$ cat src/rtl/audio_pkg.sv
// -----------------------------------------------------------------------------
// audio_pkg
// Shared definitions for the ping-pong audio sample writer:
//   - default sample width, channel count and half-buffer depth
//   - serializer state encoding
//   - elaboration-time sanity check of the buffer geometry
// -----------------------------------------------------------------------------
package audio_pkg;

  localparam int DEF_DATA_WIDTH = 16;
  localparam int DEF_CHANNELS   = 2;
  localparam int DEF_BUF_DEPTH  = 2048;

  typedef enum logic {
    IDLE  = 1'b0,
    WRITE = 1'b1
  } state_e;

  // A half must hold a whole number of frames so that a frame never
  // straddles the ping/pong boundary, and the depth must be a power of two
  // so the word pointer wraps naturally.
  function automatic bit depth_ok(input int depth, input int channels);
    return (channels >= 1) && (channels <= 8) && (depth > 0) &&
           ((depth & (depth - 1)) == 0) && ((depth % channels) == 0);
  endfunction

endpackage

$ cat src/rtl/frame_serializer.sv
// -----------------------------------------------------------------------------
// frame_serializer
// Latches one multi-channel PCM frame and presents its samples one word per
// cycle, channel 0 first, for CHANNELS consecutive cycles.
// Ports:
//   clk_i    : clock
//   rst_ni   : asynchronous active-low reset
//   start_i  : accept the frame on frame_i (only honoured while idle)
//   frame_i  : packed frame, channel n at [n*DATA_WIDTH +: DATA_WIDTH]
//   busy_o   : a word is being presented this cycle
//   last_o   : the word presented this cycle is the final channel
//   word_o   : current sample word (zero while idle)
// -----------------------------------------------------------------------------
module frame_serializer
  import audio_pkg::*;
#(
  parameter int DATA_WIDTH = DEF_DATA_WIDTH,
  parameter int CHANNELS   = DEF_CHANNELS
) (
  input  logic                           clk_i,
  input  logic                           rst_ni,
  input  logic                           start_i,
  input  logic [CHANNELS*DATA_WIDTH-1:0] frame_i,
  output logic                           busy_o,
  output logic                           last_o,
  output logic [DATA_WIDTH-1:0]          word_o
);

  localparam int CNT_W = (CHANNELS > 1) ? $clog2(CHANNELS) : 1;
  localparam logic [CNT_W-1:0] LAST_IDX = CNT_W'(CHANNELS - 1);

  state_e                state_q, state_d;
  logic [CNT_W-1:0]      cnt_q, cnt_d;
  logic [DATA_WIDTH-1:0] frame_q [CHANNELS];
  logic [DATA_WIDTH-1:0] frame_d [CHANNELS];

  // Next-state logic: latch the frame on start, then step the channel index
  // once per cycle until the last channel has been presented.
  always_comb begin
    state_d = state_q;
    cnt_d   = cnt_q;
    frame_d = frame_q;
    case (state_q)
      IDLE: begin
        if (start_i) begin
          for (int n = 0; n < CHANNELS; n++) begin
            frame_d[n] = frame_i[n*DATA_WIDTH +: DATA_WIDTH];
          end
          cnt_d   = '0;
          state_d = WRITE;
        end
      end
      WRITE: begin
        if (cnt_q == LAST_IDX) begin
          cnt_d   = '0;
          state_d = IDLE;
        end else begin
          cnt_d = cnt_q + CNT_W'(1);
        end
      end
      default: state_d = IDLE;
    endcase
  end

  // State, channel index and frame register.
  always_ff @(posedge clk_i or negedge rst_ni) begin
    if (!rst_ni) begin
      state_q <= IDLE;
      cnt_q   <= '0;
      for (int n = 0; n < CHANNELS; n++) begin
        frame_q[n] <= '0;
      end
    end else begin
      state_q <= state_d;
      cnt_q   <= cnt_d;
      frame_q <= frame_d;
    end
  end

  // Outputs depend only on registers, so the write strobes downstream never
  // see a combinational path from the frame input.
  always_comb begin
    busy_o = (state_q == WRITE);
    last_o = busy_o && (cnt_q == LAST_IDX);
    word_o = busy_o ? frame_q[cnt_q] : '0;
  end

endmodule

$ cat src/rtl/audio_pingpong_writer.sv
// -----------------------------------------------------------------------------
// audio_pingpong_writer
// Writes multi-channel PCM frames into a dual-half (ping/pong) RAM, one word
// per cycle, and hands completed halves to a consumer through full/release
// handshakes. Frames that cannot be stored are dropped and flagged.
// Ports:
//   HCLK, HRESETn            : clock, asynchronous active-low reset
//   EN                       : capture enable
//   in_valid, in_data        : one-cycle frame strobe and packed frame
//   ram_addr, ram_wdata      : word address within active half, write data
//   ping_we, pong_we         : write strobe for each half
//   active_buf               : half being filled (0 = ping, 1 = pong)
//   ping_full, pong_full     : half complete, awaiting consumer
//   ping_release, pong_release : consumer has drained the half
//   overrun, overrun_clr     : sticky drop flag and its clear
// -----------------------------------------------------------------------------
module audio_pingpong_writer
  import audio_pkg::*;
#(
  parameter  int DATA_WIDTH = DEF_DATA_WIDTH,
  parameter  int CHANNELS   = DEF_CHANNELS,
  parameter  int BUF_DEPTH  = DEF_BUF_DEPTH,
  localparam int ADDR_WIDTH = $clog2(BUF_DEPTH)
) (
  input  logic                           HCLK,
  input  logic                           HRESETn,
  input  logic                           EN,
  input  logic                           in_valid,
  input  logic [CHANNELS*DATA_WIDTH-1:0] in_data,
  output logic [ADDR_WIDTH-1:0]          ram_addr,
  output logic [DATA_WIDTH-1:0]          ram_wdata,
  output logic                           ping_we,
  output logic                           pong_we,
  output logic                           active_buf,
  output logic                           ping_full,
  output logic                           pong_full,
  input  logic                           ping_release,
  input  logic                           pong_release,
  output logic                           overrun,
  input  logic                           overrun_clr
);

  if (!depth_ok(BUF_DEPTH, CHANNELS)) begin : g_bad_cfg
    $error("audio_pingpong_writer: BUF_DEPTH must be a power of two and a multiple of CHANNELS (1..8)");
  end

  localparam logic [ADDR_WIDTH-1:0] LAST_ADDR = ADDR_WIDTH'(BUF_DEPTH - 1);

  logic [ADDR_WIDTH-1:0] ptr_q, ptr_d;
  logic                  active_q, active_d;
  logic                  ping_full_q, ping_full_d;
  logic                  pong_full_q, pong_full_d;
  logic                  overrun_q, overrun_d;

  logic                  busy;
  logic                  last;
  logic [DATA_WIDTH-1:0] word;
  logic                  active_full;
  logic                  accept;
  logic                  drop;
  logic                  half_done;

  frame_serializer #(
    .DATA_WIDTH (DATA_WIDTH),
    .CHANNELS   (CHANNELS)
  ) u_serializer (
    .clk_i   (HCLK),
    .rst_ni  (HRESETn),
    .start_i (accept),
    .frame_i (in_data),
    .busy_o  (busy),
    .last_o  (last),
    .word_o  (word)
  );

  // Frame admission. A frame is taken only when the serializer is idle and
  // the half being filled is free; while capture is enabled any other strobe
  // is a lost frame. With capture disabled strobes are ignored silently.
  always_comb begin
    active_full = active_q ? pong_full_q : ping_full_q;
    accept      = in_valid && EN && !busy && !active_full;
    drop        = in_valid && EN && (busy || active_full);
    half_done   = busy && last && (ptr_q == LAST_ADDR);
  end

  // Pointer, half select, full flags and overrun. The pointer only moves on
  // written words, so pausing capture leaves the fill position intact. A
  // set of a full flag wins over a release in the same cycle: the half was
  // not yet full, so that release is meaningless.
  always_comb begin
    ptr_d       = ptr_q;
    active_d    = active_q;
    ping_full_d = ping_full_q;
    pong_full_d = pong_full_q;
    overrun_d   = overrun_q;

    if (busy) begin
      if (half_done) begin
        ptr_d    = '0;
        active_d = !active_q;
      end else begin
        ptr_d = ptr_q + ADDR_WIDTH'(1);
      end
    end

    if (half_done && !active_q) begin
      ping_full_d = 1'b1;
    end else if (ping_release) begin
      ping_full_d = 1'b0;
    end

    if (half_done && active_q) begin
      pong_full_d = 1'b1;
    end else if (pong_release) begin
      pong_full_d = 1'b0;
    end

    if (drop) begin
      overrun_d = 1'b1;
    end else if (overrun_clr) begin
      overrun_d = 1'b0;
    end
  end

  always_ff @(posedge HCLK or negedge HRESETn) begin
    if (!HRESETn) begin
      ptr_q       <= '0;
      active_q    <= 1'b0;
      ping_full_q <= 1'b0;
      pong_full_q <= 1'b0;
      overrun_q   <= 1'b0;
    end else begin
      ptr_q       <= ptr_d;
      active_q    <= active_d;
      ping_full_q <= ping_full_d;
      pong_full_q <= pong_full_d;
      overrun_q   <= overrun_d;
    end
  end

  // All outputs are decoded from registers only.
  always_comb begin
    ram_addr   = ptr_q;
    ram_wdata  = word;
    ping_we    = busy && !active_q;
    pong_we    = busy && active_q;
    active_buf = active_q;
    ping_full  = ping_full_q;
    pong_full  = pong_full_q;
    overrun    = overrun_q;
  end

endmodule

$ cat config.mk
export PLATFORM = sky130hd
export DESIGN_NAME = audio_pingpong_writer
export DESIGN_NICKNAME = d
export VERILOG_FILES = /design/src/rtl/audio_pkg.sv /design/src/rtl/frame_serializer.sv /design/src/rtl/audio_pingpong_writer.sv
export SDC_FILE = /design/constraint.sdc
export NUM_CORES = 1
export LEC_CHECK = 0
export ABC_AREA = 1
export ABC_CLOCK_PERIOD_IN_PS = 1200
export BUFFER_PORTS_ARGS = -buffer_cell sky130_fd_sc_hd__buf_2
export CORE_MARGIN = 10
export CORE_UTILIZATION = 45
export DETAILED_ROUTE_END_ITERATION = 8
export PLACE_DENSITY = 0.74
export SLEW_MARGIN = 15
export SYNTH_ARGS = -nofsm -noshare
export SYNTH_HDL_FRONTEND = slang
export SYNTH_SLANG_ARGS = --single-unit
export TNS_END_PERCENT = 100
$ cat constraint.sdc
create_clock -name HCLK -period 1.2 [get_ports HCLK]
set_input_delay 0.06 -clock HCLK [delete_from_list [all_inputs] [get_ports HCLK]]
set_output_delay 0.06 -clock HCLK [all_outputs]
set_load 0.03 [all_outputs]
## Word level (Yosys, flattened, before mapping)

Index checks and enable logic that the tools add are counted.

- Add/subtract/negate cells: 2
- Magnitude comparators: 1
- Equal/unequal tests: 2
- Multiplexer cells: 18
- Bitwise operators: 2
- Reduce and logical (&&, ||, !) cells: 20

Operator list:

| cell | count |
|---|---|
| two-way mux 16 bit | 4 |
| adder 11 x 1 -> 11 bit (second input constant) | 1 |
| equality test 11 bit (second input constant) | 1 |
| logical AND 1 bit | 11 |
| two-way mux 1 bit | 11 |
| two-way mux 11 bit | 1 |
| nonzero test 2 bit | 3 |
| case mux 1 bit (2 select lines) | 2 |
| AND reduction 2 bit | 2 |
| zero test 1 bit | 3 |
| greater-or-equal comparator 2 bit (second input constant) | 1 |
| inequality test 2 bit (second input constant) | 1 |
| NOT 1 -> 2 bit | 1 |
| adder 1 bit (second input constant) | 1 |
| logical OR 1 bit | 1 |
| NOT 1 bit | 1 |

- Register bits after elaboration: 49
- Input port bits: 39
- Output and inout port bits: 33

## Logic depth before layout (Yosys ltp)

- Depth after elaboration: 5
- Gate-level depth with buffers: 8

## By module

Synthesis repeated with hierarchy kept, for this count alone.

- Cells, all modules: 310
- Area total of the unflattened synthesis: 2514.9 um2

By module, submodules not included:

| module | times used | cells each | area an instance (um2) | sequential area each (um2) |
|---|---|---|---|---|
| frame_serializer | 1 | 205 | 1695.4 | 850.8 |
| audio_pingpong_writer | 1 | 105 | 819.5 | 375.4 |

## Worst setup path after synthesis

OpenSTA, ideal clock, no wires.

- Kind: reg-to-output
- From: reg u_serializer.state_q, in the netlist u_serializer.busy_o
- To: out ram_wdata[10]
- Arrival: 1.449 ns
- Slack: -0.309 ns
- Cell stages (with the launch flop): 6
- Path through: dfrtp_1 -> inv_2 -> or2_1 -> buf_6 -> buf_6 -> o22ai_1

- Word-level cells in the longest chain between the ends: 1

RTL lines:

| element | RTL line | RTL |
|---|---|---|
| start: declaration | frame_serializer.sv:32 | `state_e state_q, state_d;` |
| start signal: assignment | frame_serializer.sv:74 | `state_q <= state_d;` |
| two-way mux 16 bit | frame_serializer.sv:85 | `word_o = busy_o ? frame_q[cnt_q] : '0;` |
| end: declaration | audio_pingpong_writer.sv:31 | `output logic [DATA_WIDTH-1:0] ram_wdata,` |

Every way passes these cells.

## Worst setup path after layout

- From: reg u_serializer.cnt_q
- To: out ram_wdata[14]

- Word-level cells in the longest chain between the ends: 5

RTL lines:

| element | RTL line | RTL |
|---|---|---|
| start: declaration | frame_serializer.sv:33 | `logic [CNT_W-1:0] cnt_q, cnt_d;` |
| start signal: assignment | frame_serializer.sv:75 | `cnt_q <= cnt_d;` |
| NOT 1 -> 2 bit (implied by the code) | frame_serializer.sv:85 |  |
| two-way mux 16 bit (implied by the code) (3 in a row) | frame_serializer.sv:85 |  |
| two-way mux 16 bit | frame_serializer.sv:85 |  |

Every way passes these cells. The select of a mux whose other input is x is not followed.

==> summary.txt <==
Timing
  • Worst-margin pin slew: 0.2638 ns
  • Worst setup margin: -0.3875 ns
  • Fin. Hold Viols: 0
  • Relative slew slack: 82.26%
  • Final Max Slew Viols: 0
  • Final period util: 132.3%
  • RSZ-0062 raised after global routing: true
  • Fin Clk Skew: 0.01137 ns
  • Crit path time final: 1.588 ns
  • Max Fclk: 629.9 MHz
  • # setup viols final: 64

Route
  • Pre-antenna DRT Iters: 4
  • Routed WL: 11,980 µm
  • Wirelength per Cell: 23.97 µm
  • DR vias: 2,734
  • DRC: 0
  • Final ANT Viol Nets: 0
  • Vias/cell: 5.468
  • Initial DRC Count: 247

CTS
  • CTS max path bufs: 2
  • Clk sinks: 49
  • H-tree depth: 2
  • Clk_lat worst skew: 0.32 ns
  • CTS Root Cell: clkbuf_8
  • TritonCTS Buffers: 5
  • Clock-pin slew on the worst setup and hold paths: 0.09 ns
  • CTS tree: yes

Worst setup path
  • CP max stage delay: 0.43 ns
  • Slowest cell on crit path: dfrtp_1
  • Crit path cell chain: or2_4 -> buf_16 -> o22ai_4 -> buf_6
  • Critical path fanouts, max: 7
  • Setup crit end kind: output pin
  • RR Startpoint: u_serializer.busy_o
  • Reg2reg setup slack: -0.38 ns
  • R2r worst-path depth: 8
  • Delay-heaviest family, CP: flip-flops
  • Startpoint types: flop
  • WP data arrival: 1.53 ns
  • Worst endpoint required time: 1.14 ns
  • RR Endpoint: u_serializer.frame_q[31]
  • CP bufs+invs: 2
  • Critical path class: flop to output pin

Placed design
  • Port Buffer Count: 71
  • Pre-CTS setup slack: -0.1617 ns
  • HPWL after detailed placement: 4483 µm
  • Placer Congestion: 0.7836
  • Inst Count DP: 429

Layout
  • Finished Layout Cells: 500
  • Seq. cell area: 1242 µm²
  • Layout area overhead: 93.99%
  • Highest-count cells in the layout ignoring fill and taps: 53 x buf_2, 45 x inv_1, 36 x dlygate4sd3_1, 36 x dfrtp_1, 31 x buf_6
  • Area of the multi-input gates: 1481 µm²
  • Layout cell share with drive strength beyond 1: 61.21%
  • Nets: 467
  • Filler instances: 190
  • Commonest non-fill, non-tap cell in the layout: buf_2
  • Finished Core Util: 91.09%

Floorplan
  • Die ar.: 8693 µm²
  • Core box area: 5140 µm²
  • IO Count: 72
  • Initial core utilization: 46.96%
  • Die H: 93.24 µm
  • Die width: 93.24 µm
  • Cell Rows: 26

Min path
  • Hold Path Depth: 3
  • Hold/Removal Path Class: input port to flop
  • Hold path startpoint: EN
  • Hold EP: u_serializer.busy_o

Power and ir drop
  • Leak Pwr: 2.225 nW
  • PwrDens: 2183 nW/µm²
  • Max IR drop VDD: 1.541 mV

Global routing
  • Global-route usage over all layers: 20.52%
  • Global-route wire length before repair: 14,010 µm
  • Pin count of the biggest net entering global routing: 50
  • Vias in the first global route: 2,708
  • GRT Residual Overflow: 0
  • Initial antenna violation count: 0

Logic synthesis
  • Register bit total from synthesis: 49
  • Sequential-to-total area share from yosys stat: 50.80%
  • Distinct cell type count after synthesis: 28
  • Mean post-synth cell area: 8.972 µm²
  • Syn Nets: 309
  • Synth warn: 0
  • Syn Inst Count: 269
  • Post-synthesis cell area: 2414 µm²

Run
  • Total of max-cap violations: 0

Run status
  • Run status: finished with violations
  • Failing checks: setup timing
==> logic make-up (layout without fill, tap and decap cells) <==
group                    Yosys count  count (layout)  synth area share (%)
adder cells (fa/ha/maj)            1               1                0.5183
AND/OR/NAND/NOR                  100             100                 17.94
buffers and inverters             60             219                 12.03
other                              0               2                     0
flip-flops                        49              49                 50.80
XOR/XNOR                           4               4                 1.451
AO/OA/AOI/OAI                     55              55                 17.26
==> sequential cells by signal, summed over array words and instances (netlist names) <==
register              count
overrun                   1
active_buf                1
u_serializer.busy_o       1
pong_full                 1
ram_addr                 11
u_serializer.frame_q     32
u_serializer.cnt_q        1
ping_full                 1
==> final cells by class <==
type | instances | share of cell area (%)
Antenna cell | 2 | 0.1069
Sequential cell | 49 | 26.54
Tap cell | 70 | 1.871
Multi-Input combinational cell | 160 | 31.64
Clock inverter | 1 | 0.6414
Inverter | 49 | 3.928
Timing Repair Buffer | 162 | 33.43
Clock buffer | 7 | 1.844
==> worst max-delay path by stage <==
stage / start / endpoint / slack [ns] / cells after the start
after global placement: u_serializer.busy_o / u_serializer.frame_q[18] / -0.12 / 5
after floorplan: u_serializer.busy_o / ram_wdata[0] / -0.18 / 4
after detailed placement: u_serializer.busy_o / u_serializer.frame_q[3] / -0.16 / 5
final: u_serializer.cnt_q / ram_wdata[14] / -0.39 / 4
after global routing: u_serializer.cnt_q / ram_wdata[10] / -0.41 / 4
after CTS: u_serializer.busy_o / ram_wdata[14] / -0.31 / 5
==> per-stage QoR <==
stage	power, W	hold slack [ns]	cell area (µm²)	TNS [ns]
final	0.01022	0.1579	4682	-17.59
after global routing	0.01055	0.1742	4677	-19.51
after CTS	0.008749	0.1358	4205	-12.70
after detailed placement	0.006401	0.06963	3197	-6.532
after global placement	0.006279	0.07134	3197	-4.448
after floorplan	0.005329	-0.2356	2606	-5.196
==> report_power, final <==
part           switching (W)  internal (W)  total (W)
sequential          0.000378       0.00227    0.00265
combinational        0.00358       0.00271    0.00629
clock               0.000605      0.000681    0.00129
total                0.00456       0.00566     0.0102
==> synth_stat cells <==
cell / count / share of area [%]
nor2_4: 1 / 0.47
nor3_1: 1 / 0.21
or2_1: 1 / 0.26
buf_4: 1 / 0.31
a21boi_0: 1 / 0.31
ha_1: 1 / 0.52
inv_2: 2 / 0.31
o22ai_2: 2 / 1.0
nand3_1: 9 / 1.9
o21ai_0: 4 / 0.83
nand4_1: 2 / 0.52
nor3b_1: 1 / 0.31
nand2_2: 3 / 0.78
nand3_2: 1 / 0.41
o21ai_2: 27 / 9.8
a21oi_1: 2 / 0.41
buf_6: 8 / 3.7
o22ai_1: 16 / 4.1
clkbuf_2: 1 / 0.21
inv_1: 47 / 7.3
nor3_4: 1 / 0.67
xnor2_1: 4 / 1.5
nor2_1: 18 / 2.8
o21ai_1: 2 / 0.41
buf_1: 1 / 0.16
nand2_1: 62 / 9.6
o31ai_1: 1 / 0.31
dfrtp_1: 49 / 51
==> tightest hold or removal path, delay by kind of cell <==
kind                   cells  cell delay (ns)
AND/OR/NAND/NOR            1             0.16
buffers and inverters      1             0.09
AO/OA/AOI/OAI              1             0.12
==> routing by layer <==
layer / routed length (µm) / track usage (%) / share of wire, %
met1: 4232 / 21.71 / 35
met2: 6019 / 36.60 / 50
met3: 1017 / 4.876 / 8.5
met4: 714 / 11.31 / 6.0
met5: 0 / 0 / 0
==> what timing repair did <==
item	4_1_cts	5_1_grt
hold buffers	36	0
gates cloned	7	3
endpoints found under the hold margin	84	0
endpoints found under the setup margin	63	64
buffers inserted	10	10
gates resized for setup	71	96
pin swaps	9	23
Power figures use the tool's default switching activity.
